File: src/rtl/alu_share_arb_pkg.sv
package alu_share_arb_pkg;

  localparam int unsigned OP_BITS = 4;

  localparam logic [OP_BITS-1:0] aluPlus = 4'd0;
  localparam logic [OP_BITS-1:0] aluSub  = 4'd1;
  localparam logic [OP_BITS-1:0] aluAnd  = 4'd2;
  localparam logic [OP_BITS-1:0] aluOr   = 4'd3;
  localparam logic [OP_BITS-1:0] aluXor  = 4'd4;
  localparam logic [OP_BITS-1:0] aluSll  = 4'd5;
  localparam logic [OP_BITS-1:0] aluSrl  = 4'd6;
  localparam logic [OP_BITS-1:0] aluSra  = 4'd7;
  localparam logic [OP_BITS-1:0] aluSlt  = 4'd8;
  localparam logic [OP_BITS-1:0] aluSltu = 4'd9;
  localparam logic [OP_BITS-1:0] aluBEQ  = 4'd10;
  localparam logic [OP_BITS-1:0] aluBNE  = 4'd11;
  localparam logic [OP_BITS-1:0] aluBLT  = 4'd12;
  localparam logic [OP_BITS-1:0] aluBGE  = 4'd13;

  localparam int unsigned REQ_CORE = 0;
  localparam int unsigned REQ_FFT  = 1;

  typedef enum logic {
    OWN_CORE = 1'b0,
    OWN_FFT  = 1'b1
  } owner_e;

  function automatic logic is_branch_op(input logic [OP_BITS-1:0] op);
    return (op == aluBEQ) || (op == aluBNE) || (op == aluBLT) || (op == aluBGE);
  endfunction

endpackage

File: src/rtl/alu_share_arb_if.sv
interface alu_share_arb_if #(
  parameter int unsigned DATA_W = 32,
  parameter int unsigned OP_W   = 4
);

  logic [1:0]        req_valid;
  logic [1:0]        req_ready;
  logic [DATA_W-1:0] req_src1_0;
  logic [DATA_W-1:0] req_src2_0;
  logic [OP_W-1:0]   req_op_0;
  logic [DATA_W-1:0] req_src1_1;
  logic [DATA_W-1:0] req_src2_1;
  logic [OP_W-1:0]   req_op_1;
  logic [1:0]        rsp_valid;
  logic [1:0]        rsp_ready;
  logic [DATA_W-1:0] rsp_result_0;
  logic [DATA_W-1:0] rsp_result_1;
  logic [1:0]        rsp_zero;
  logic              flush_0;

  modport master (
    output req_valid, req_src1_0, req_src2_0, req_op_0,
           req_src1_1, req_src2_1, req_op_1, rsp_ready, flush_0,
    input  req_ready, rsp_valid, rsp_result_0, rsp_result_1, rsp_zero
  );

  modport slave (
    input  req_valid, req_src1_0, req_src2_0, req_op_0,
           req_src1_1, req_src2_1, req_op_1, rsp_ready, flush_0,
    output req_ready, rsp_valid, rsp_result_0, rsp_result_1, rsp_zero
  );

endinterface

File: src/rtl/alu_share_arb_rr_arb2.sv
module rr_arb2
  import alu_share_arb_pkg::*;
(
  input  logic       clk,
  input  logic       rst_n,
  input  logic [1:0] elig_i,
  output logic [1:0] grant_o
);

  owner_e last_q;
  owner_e last_d;

  always_comb begin
    grant_o = '0;
    last_d  = last_q;
    unique case (elig_i)
      2'b01:   grant_o = 2'b01;
      2'b10:   grant_o = 2'b10;
      2'b11:   grant_o = (last_q == OWN_FFT) ? 2'b01 : 2'b10;
      default: grant_o = '0;
    endcase
    if (grant_o[1]) begin
      last_d = OWN_FFT;
    end else if (grant_o[0]) begin
      last_d = OWN_CORE;
    end
  end

  always_ff @(posedge clk or negedge rst_n) begin
    if (!rst_n) begin
      last_q <= OWN_FFT;
    end else begin
      last_q <= last_d;
    end
  end

endmodule

File: src/rtl/alu_share_arb.sv
module alu_share_arb
  import alu_share_arb_pkg::*;
#(
  parameter int unsigned DATA_W = 32,
  parameter int unsigned OP_W   = 4
) (
  input  logic              clk,
  input  logic              rst_n,
  alu_share_arb_if.slave    bus,
  output logic [DATA_W-1:0] alu_src1,
  output logic [DATA_W-1:0] alu_src2,
  output logic [OP_W-1:0]   alu_op,
  input  logic [DATA_W-1:0] alu_result,
  input  logic              alu_zero
);

  logic [1:0]        busy;
  logic [1:0]        elig;
  logic [1:0]        grant;
  logic [1:0]        capture;
  logic              cap_zero;

  logic              iss_valid_q, iss_valid_d;
  owner_e            iss_owner_q, iss_owner_d;
  logic [DATA_W-1:0] iss_src1_q, iss_src1_d;
  logic [DATA_W-1:0] iss_src2_q, iss_src2_d;
  logic [OP_W-1:0]   iss_op_q, iss_op_d;

  logic [1:0]        rsp_valid_q, rsp_valid_d;
  logic [DATA_W-1:0] rsp_res0_q, rsp_res0_d;
  logic [DATA_W-1:0] rsp_res1_q, rsp_res1_d;
  logic [1:0]        rsp_zero_q, rsp_zero_d;

  // rst_n gates eligibility so req_ready is 0 for the whole reset, not just after an edge
  always_comb begin
    busy[0] = (iss_valid_q && (iss_owner_q == OWN_CORE)) || rsp_valid_q[0];
    busy[1] = (iss_valid_q && (iss_owner_q == OWN_FFT))  || rsp_valid_q[1];
    elig    = bus.req_valid & ~busy & {2{rst_n}};
    elig[0] = elig[0] & ~bus.flush_0;
  end

  rr_arb2 u_arb (
    .clk     (clk),
    .rst_n   (rst_n),
    .elig_i  (elig),
    .grant_o (grant)
  );

  assign bus.req_ready = grant;

  always_comb begin
    iss_valid_d = |grant;
    iss_owner_d = iss_owner_q;
    iss_src1_d  = iss_src1_q;
    iss_src2_d  = iss_src2_q;
    iss_op_d    = iss_op_q;
    if (grant[1]) begin
      iss_owner_d = OWN_FFT;
      iss_src1_d  = bus.req_src1_1;
      iss_src2_d  = bus.req_src2_1;
      iss_op_d    = bus.req_op_1;
    end else if (grant[0]) begin
      iss_owner_d = OWN_CORE;
      iss_src1_d  = bus.req_src1_0;
      iss_src2_d  = bus.req_src2_0;
      iss_op_d    = bus.req_op_0;
    end
  end

  always_comb begin
    alu_src1 = iss_valid_q ? iss_src1_q : '0;
    alu_src2 = iss_valid_q ? iss_src2_q : '0;
    alu_op   = iss_valid_q ? iss_op_q   : OP_W'(aluPlus);
  end

  // A flushed core entry still drives the ALU; only its capture is dropped
  always_comb begin
    capture[0] = iss_valid_q && (iss_owner_q == OWN_CORE) && !bus.flush_0;
    capture[1] = iss_valid_q && (iss_owner_q == OWN_FFT);
    cap_zero   = is_branch_op(OP_BITS'(iss_op_q)) && alu_zero;

    rsp_valid_d = rsp_valid_q;
    rsp_res0_d  = rsp_res0_q;
    rsp_res1_d  = rsp_res1_q;
    rsp_zero_d  = rsp_zero_q;

    if (capture[0]) begin
      rsp_valid_d[0] = 1'b1;
      rsp_res0_d     = alu_result;
      rsp_zero_d[0]  = cap_zero;
    end else if (bus.rsp_ready[0] || bus.flush_0) begin
      rsp_valid_d[0] = 1'b0;
    end

    if (capture[1]) begin
      rsp_valid_d[1] = 1'b1;
      rsp_res1_d     = alu_result;
      rsp_zero_d[1]  = cap_zero;
    end else if (bus.rsp_ready[1]) begin
      rsp_valid_d[1] = 1'b0;
    end
  end

  always_ff @(posedge clk or negedge rst_n) begin
    if (!rst_n) begin
      iss_valid_q <= 1'b0;
      iss_owner_q <= OWN_CORE;
      iss_src1_q  <= '0;
      iss_src2_q  <= '0;
      iss_op_q    <= OP_W'(aluPlus);
      rsp_valid_q <= '0;
      rsp_res0_q  <= '0;
      rsp_res1_q  <= '0;
      rsp_zero_q  <= '0;
    end else begin
      iss_valid_q <= iss_valid_d;
      iss_owner_q <= iss_owner_d;
      iss_src1_q  <= iss_src1_d;
      iss_src2_q  <= iss_src2_d;
      iss_op_q    <= iss_op_d;
      rsp_valid_q <= rsp_valid_d;
      rsp_res0_q  <= rsp_res0_d;
      rsp_res1_q  <= rsp_res1_d;
      rsp_zero_q  <= rsp_zero_d;
    end
  end

  assign bus.rsp_valid    = rsp_valid_q;
  assign bus.rsp_result_0 = rsp_res0_q;
  assign bus.rsp_result_1 = rsp_res1_q;
  assign bus.rsp_zero     = rsp_zero_q;

endmodule

File: src/flat_wrapper.sv
// flat-port wrapper written by rule: the top's interface ports become plain ports
module alu_share_arb_flat import alu_share_arb_pkg::*;
#(
  parameter int unsigned DATA_W = 32,
  parameter int unsigned OP_W   = 4
)
  (clk, rst_n, alu_src1, alu_src2, alu_op, alu_result, alu_zero, bus_req_valid, bus_req_src1_0, bus_req_src2_0, bus_req_op_0, bus_req_src1_1, bus_req_src2_1, bus_req_op_1, bus_rsp_ready, bus_flush_0, bus_req_ready, bus_rsp_valid, bus_rsp_result_0, bus_rsp_result_1, bus_rsp_zero);
  alu_share_arb_if #(.DATA_W(DATA_W), .OP_W(OP_W)) bus_i ();
  input  logic clk;
  input  logic rst_n;
  output logic [DATA_W-1:0] alu_src1;
  output logic [DATA_W-1:0] alu_src2;
  output logic [OP_W-1:0] alu_op;
  input  logic [DATA_W-1:0] alu_result;
  input  logic alu_zero;
  input wire logic [$bits(bus_i.req_valid)-1:0] bus_req_valid;
  input wire logic [$bits(bus_i.req_src1_0)-1:0] bus_req_src1_0;
  input wire logic [$bits(bus_i.req_src2_0)-1:0] bus_req_src2_0;
  input wire logic [$bits(bus_i.req_op_0)-1:0] bus_req_op_0;
  input wire logic [$bits(bus_i.req_src1_1)-1:0] bus_req_src1_1;
  input wire logic [$bits(bus_i.req_src2_1)-1:0] bus_req_src2_1;
  input wire logic [$bits(bus_i.req_op_1)-1:0] bus_req_op_1;
  input wire logic [$bits(bus_i.rsp_ready)-1:0] bus_rsp_ready;
  input wire logic [$bits(bus_i.flush_0)-1:0] bus_flush_0;
  output wire logic [$bits(bus_i.req_ready)-1:0] bus_req_ready;
  output wire logic [$bits(bus_i.rsp_valid)-1:0] bus_rsp_valid;
  output wire logic [$bits(bus_i.rsp_result_0)-1:0] bus_rsp_result_0;
  output wire logic [$bits(bus_i.rsp_result_1)-1:0] bus_rsp_result_1;
  output wire logic [$bits(bus_i.rsp_zero)-1:0] bus_rsp_zero;
  assign bus_i.req_valid = bus_req_valid;
  assign bus_i.req_src1_0 = bus_req_src1_0;
  assign bus_i.req_src2_0 = bus_req_src2_0;
  assign bus_i.req_op_0 = bus_req_op_0;
  assign bus_i.req_src1_1 = bus_req_src1_1;
  assign bus_i.req_src2_1 = bus_req_src2_1;
  assign bus_i.req_op_1 = bus_req_op_1;
  assign bus_i.rsp_ready = bus_rsp_ready;
  assign bus_i.flush_0 = bus_flush_0;
  assign bus_req_ready = bus_i.req_ready;
  assign bus_rsp_valid = bus_i.rsp_valid;
  assign bus_rsp_result_0 = bus_i.rsp_result_0;
  assign bus_rsp_result_1 = bus_i.rsp_result_1;
  assign bus_rsp_zero = bus_i.rsp_zero;
  alu_share_arb #(.DATA_W(DATA_W), .OP_W(OP_W)) u_core (.clk(clk), .rst_n(rst_n), .bus(bus_i), .alu_src1(alu_src1), .alu_src2(alu_src2), .alu_op(alu_op), .alu_result(alu_result), .alu_zero(alu_zero));
endmodule
File: config.mk
export PLATFORM = sky130hd
export DESIGN_NAME = alu_share_arb_flat
export DESIGN_NICKNAME = d
export VERILOG_FILES = /design/src/rtl/alu_share_arb_pkg.sv /design/src/rtl/alu_share_arb_if.sv /design/src/rtl/alu_share_arb_rr_arb2.sv /design/src/rtl/alu_share_arb.sv /design/src/flat_wrapper.sv
export SDC_FILE = /design/constraint.sdc
export NUM_CORES = 1
export LEC_CHECK = 0
export ABC_AREA = 1
export BUFFER_PORTS_ARGS = -buffer_cell sky130_fd_sc_hd__buf_2
export CAP_MARGIN = 15
export CORE_ASPECT_RATIO = 0.6
export CORE_MARGIN = 8
export CORE_UTILIZATION = 41
export DETAILED_ROUTE_END_ITERATION = 16
export PLACE_DENSITY = 0.76
export SYNTH_ARGS = -nofsm -noshare
export SYNTH_HDL_FRONTEND = slang
export SYNTH_HIERARCHICAL = 1
export SYNTH_SLANG_ARGS = --single-unit
File: constraint.sdc
create_clock -name clk -period 1.9 [get_ports clk]
set_input_delay 0.285 -clock clk [delete_from_list [all_inputs] [get_ports clk]]
set_output_delay 0.285 -clock clk [all_outputs]
set_load 0.05 [all_outputs]
==> metrics <==
Die Span X approximately 170 um; Crit. End Element output port; initial antenna violation count 0; Slew Limit Fails 0; gpl congestion 0.850; WL per Instance 15.2 um; DR iter-0 viols about 490; drt first pass iters 5; Final Hold Viols 0; Clock Path Buffers 2; Buffers on Ports 313; average size of a mapped cell 7.82 sq um; arrival time worst endpoint 1610 ps; first-pass GRT wire length roughly 32000 um; core area 14600 sq um; Root Buffer clkbuf_16; Tcrit/Tclk final about 100%; die footprint 19400 sq um; io pins 314; ranking of synthesized cells by area dfrtp_1, nand2_1, inv_1, nand3_1, o21ai_0; commonest non-fill, non-tap cells in the layout nand2_1, buf_2, dfrtp_1; DP Cell Count between 1000 and 1500; die outline height 111 um; vias in the first global route slightly above 6000; Via density 4.61; Post-Route WL 19900 um; htree depth 4; Nets 1273; leakage 5.28 nW; antenna viol nets, final 0; global route total overflow 0; relative slew slack between 50% and 60%; Max Clock Freq 0.528 GHz; post-synthesis cell type count 18; reg-to-reg setup timing slack 100 ps; GRT Total Usage about a fifth; Yosys reg bits roughly 140; Non-Filler Instances 1309; Detailed Place HPWL 14900 um; multi-input logic area ~2100 sq um; Register Area 3480 sq um; cts bufs inserted 17; mapped cell area ~6000 sq um; Pwr Density around 1900 nW/um^2; most common cell after layout, fill and taps aside nand2_1; Skew-Pair Late Insertion Delay 400 ps; # setup viols final 0; Syn Inst Count 791; Mapped Nets around 970; crit path launch type register; count of warnings emitted by yosys 6; WP data required 1620 ps; worst hold-check path type primary input to asynchronous set/reset pin; Layout Utilization 59.1%; # fillers 1367; fin crit period about 1900 ps; drt drc 0; largest area contributor in the synthesized netlist dfrtp_1; initial core utilization between 40% and 50%; worst-path fanout max 4; measured slew at the worst slew-check pin 654 ps; FP Rows 34; Seq/Total Area, Yosys 56.3%; Setup TNS Final 0 ps; clock-pin slew on the worst setup and hold paths 60 ps; WS Path Type register to output port; clk sinks 139; maximum VDD drop 1.22 mV; vias after detailed routing 6030; fraction of layout cells with a size suffix above 1 34.1%; Max Cap Viol 0; worst clock skew around 17 ps; CTS tree done; largest net degree at the start of global routing 67; post-synth top area share 55.8%; RSZ-0062 raised after global routing true; Area Overhead vs Synth 39.9%; status complete, no violations
power by group:
group | switching (W) | internal (W)
Combinational | 0.00593 | 0.00190
Clock | 0.00137 | 0.00172
Sequential | 0.000759 | 0.00437
synth_stat cells:
| cell | instances |
|---|---|
| a21oi_1 | 1 |
| buf_2 | 19 |
| buf_4 | 10 |
| clkbuf_1 | 16 |
| dfrtp_1 | 138 |
| dfstp_2 | 1 |
| inv_1 | 108 |
| inv_2 | 1 |
| nand2_1 | 350 |
| nand3_1 | 71 |
| nand3b_1 | 1 |
| nand4_1 | 1 |
| nor2_1 | 5 |
| nor2_2 | 1 |
| nor2_4 | 1 |
| o21ai_0 | 65 |
| o21bai_1 | 1 |
| o31ai_1 | 1 |
sequential cells by signal, indices dropped and copies added, names as in the netlist:
| signal | flops |
|---|---|
| u_core/iss_owner_q | 1 |
| u_core/bus.rsp_result_0 | 32 |
| u_core/u_arb/last_q | 1 |
| u_core/iss_src1_q | 32 |
| u_core/iss_src2_q | 32 |
| u_core/iss_op_q | 4 |
| u_core/bus.rsp_zero | 2 |
| u_core/iss_valid_q | 1 |
| u_core/bus.rsp_valid | 2 |
| u_core/bus.rsp_result_1 | 32 |
final timing paths:
path / start / endpoint / cells after the start
max: u_core/iss_valid_q$_DFF_PN0_ / bus_req_ready[0] / 6
min: rst_n / u_core/iss_src1_q[15]$_DFFE_PN0P_ / 2
max reg2reg: u_core/iss_valid_q$_DFF_PN0_ / u_core/iss_src2_q[26]$_DFFE_PN0P_ / 9
min reg2reg: u_core/bus.rsp_result_1[2]$_DFFE_PN0P_ / u_core/bus.rsp_result_1[2]$_DFFE_PN0P_ / 2
max in group asynchronous: rst_n / u_core/iss_src2_q[6]$_DFFE_PN0P_ / 4
min in group clk: bus_rsp_ready[0] / u_core/bus.rsp_valid[0]$_DFFE_PN0P_ / 2
per-stage QoR:
stage | total power (W) | setup slack (ps) | cell area (sq um) | hold WS [ps]
2_1_floorplan | 0.0109 | 14.6 | 6230 | -10.6
3_3_place_gp | 0.0128 | 150 | 7960 | 92.6
3_5_place_dp | 0.0129 | 96.7 | 7960 | 92.6
4_1_cts | 0.0161 | -44.7 | 8560 | 36.6
5_1_grt | 0.0170 | -85.8 | 8650 | 44.5
6_report | 0.0160 | 7.30 | 8650 | 55.6
layout make-up:
cell class	instances	share of cell area, %
antenna	1	0.0289
timing repair buffer	332	21.2
multi-input combinational	498	24.5
sequential	139	40.3
inverter	109	4.73
tap	198	2.86
clock inverter	14	1.43
clock buffer	18	4.96
routing by layer:
metal	GRT usage, %	up-vias	wire length (um)
met5	0	-	0
met4	3.32	0	129
met3	7.86	6	1970
met2	32.4	253	9350
met1	24.5	2756	8420
li1	-	3015	-
repair_timing:
action                                  in CTS  in global routing
gates resized for setup                      8                 17
pin swaps                                    0                  3
hold buffers                                 1                  0
buffers inserted                             1                  2
endpoints found under the hold margin       37                  0
cloned                                       0                  1
endpoints found under the setup margin      52                126
kinds of logic after synthesis:
logic type	Yosys count	share of synthesized area, %
AOI/OAI and AO/OA	68	5.58
buffers and inverters	154	10.3
and+or+nand+nor	430	27.8
DFF	139	56.3
critical path, stage by stage (launching register included):
cell and delay [ps]:
dfrtp_2 460, nand2_2 90, nand4_1 120, nor2_4 210, nand2_2 90, nand2_4 100
buf_8 150
Note: power is estimated with default switching activity, not from simulation.
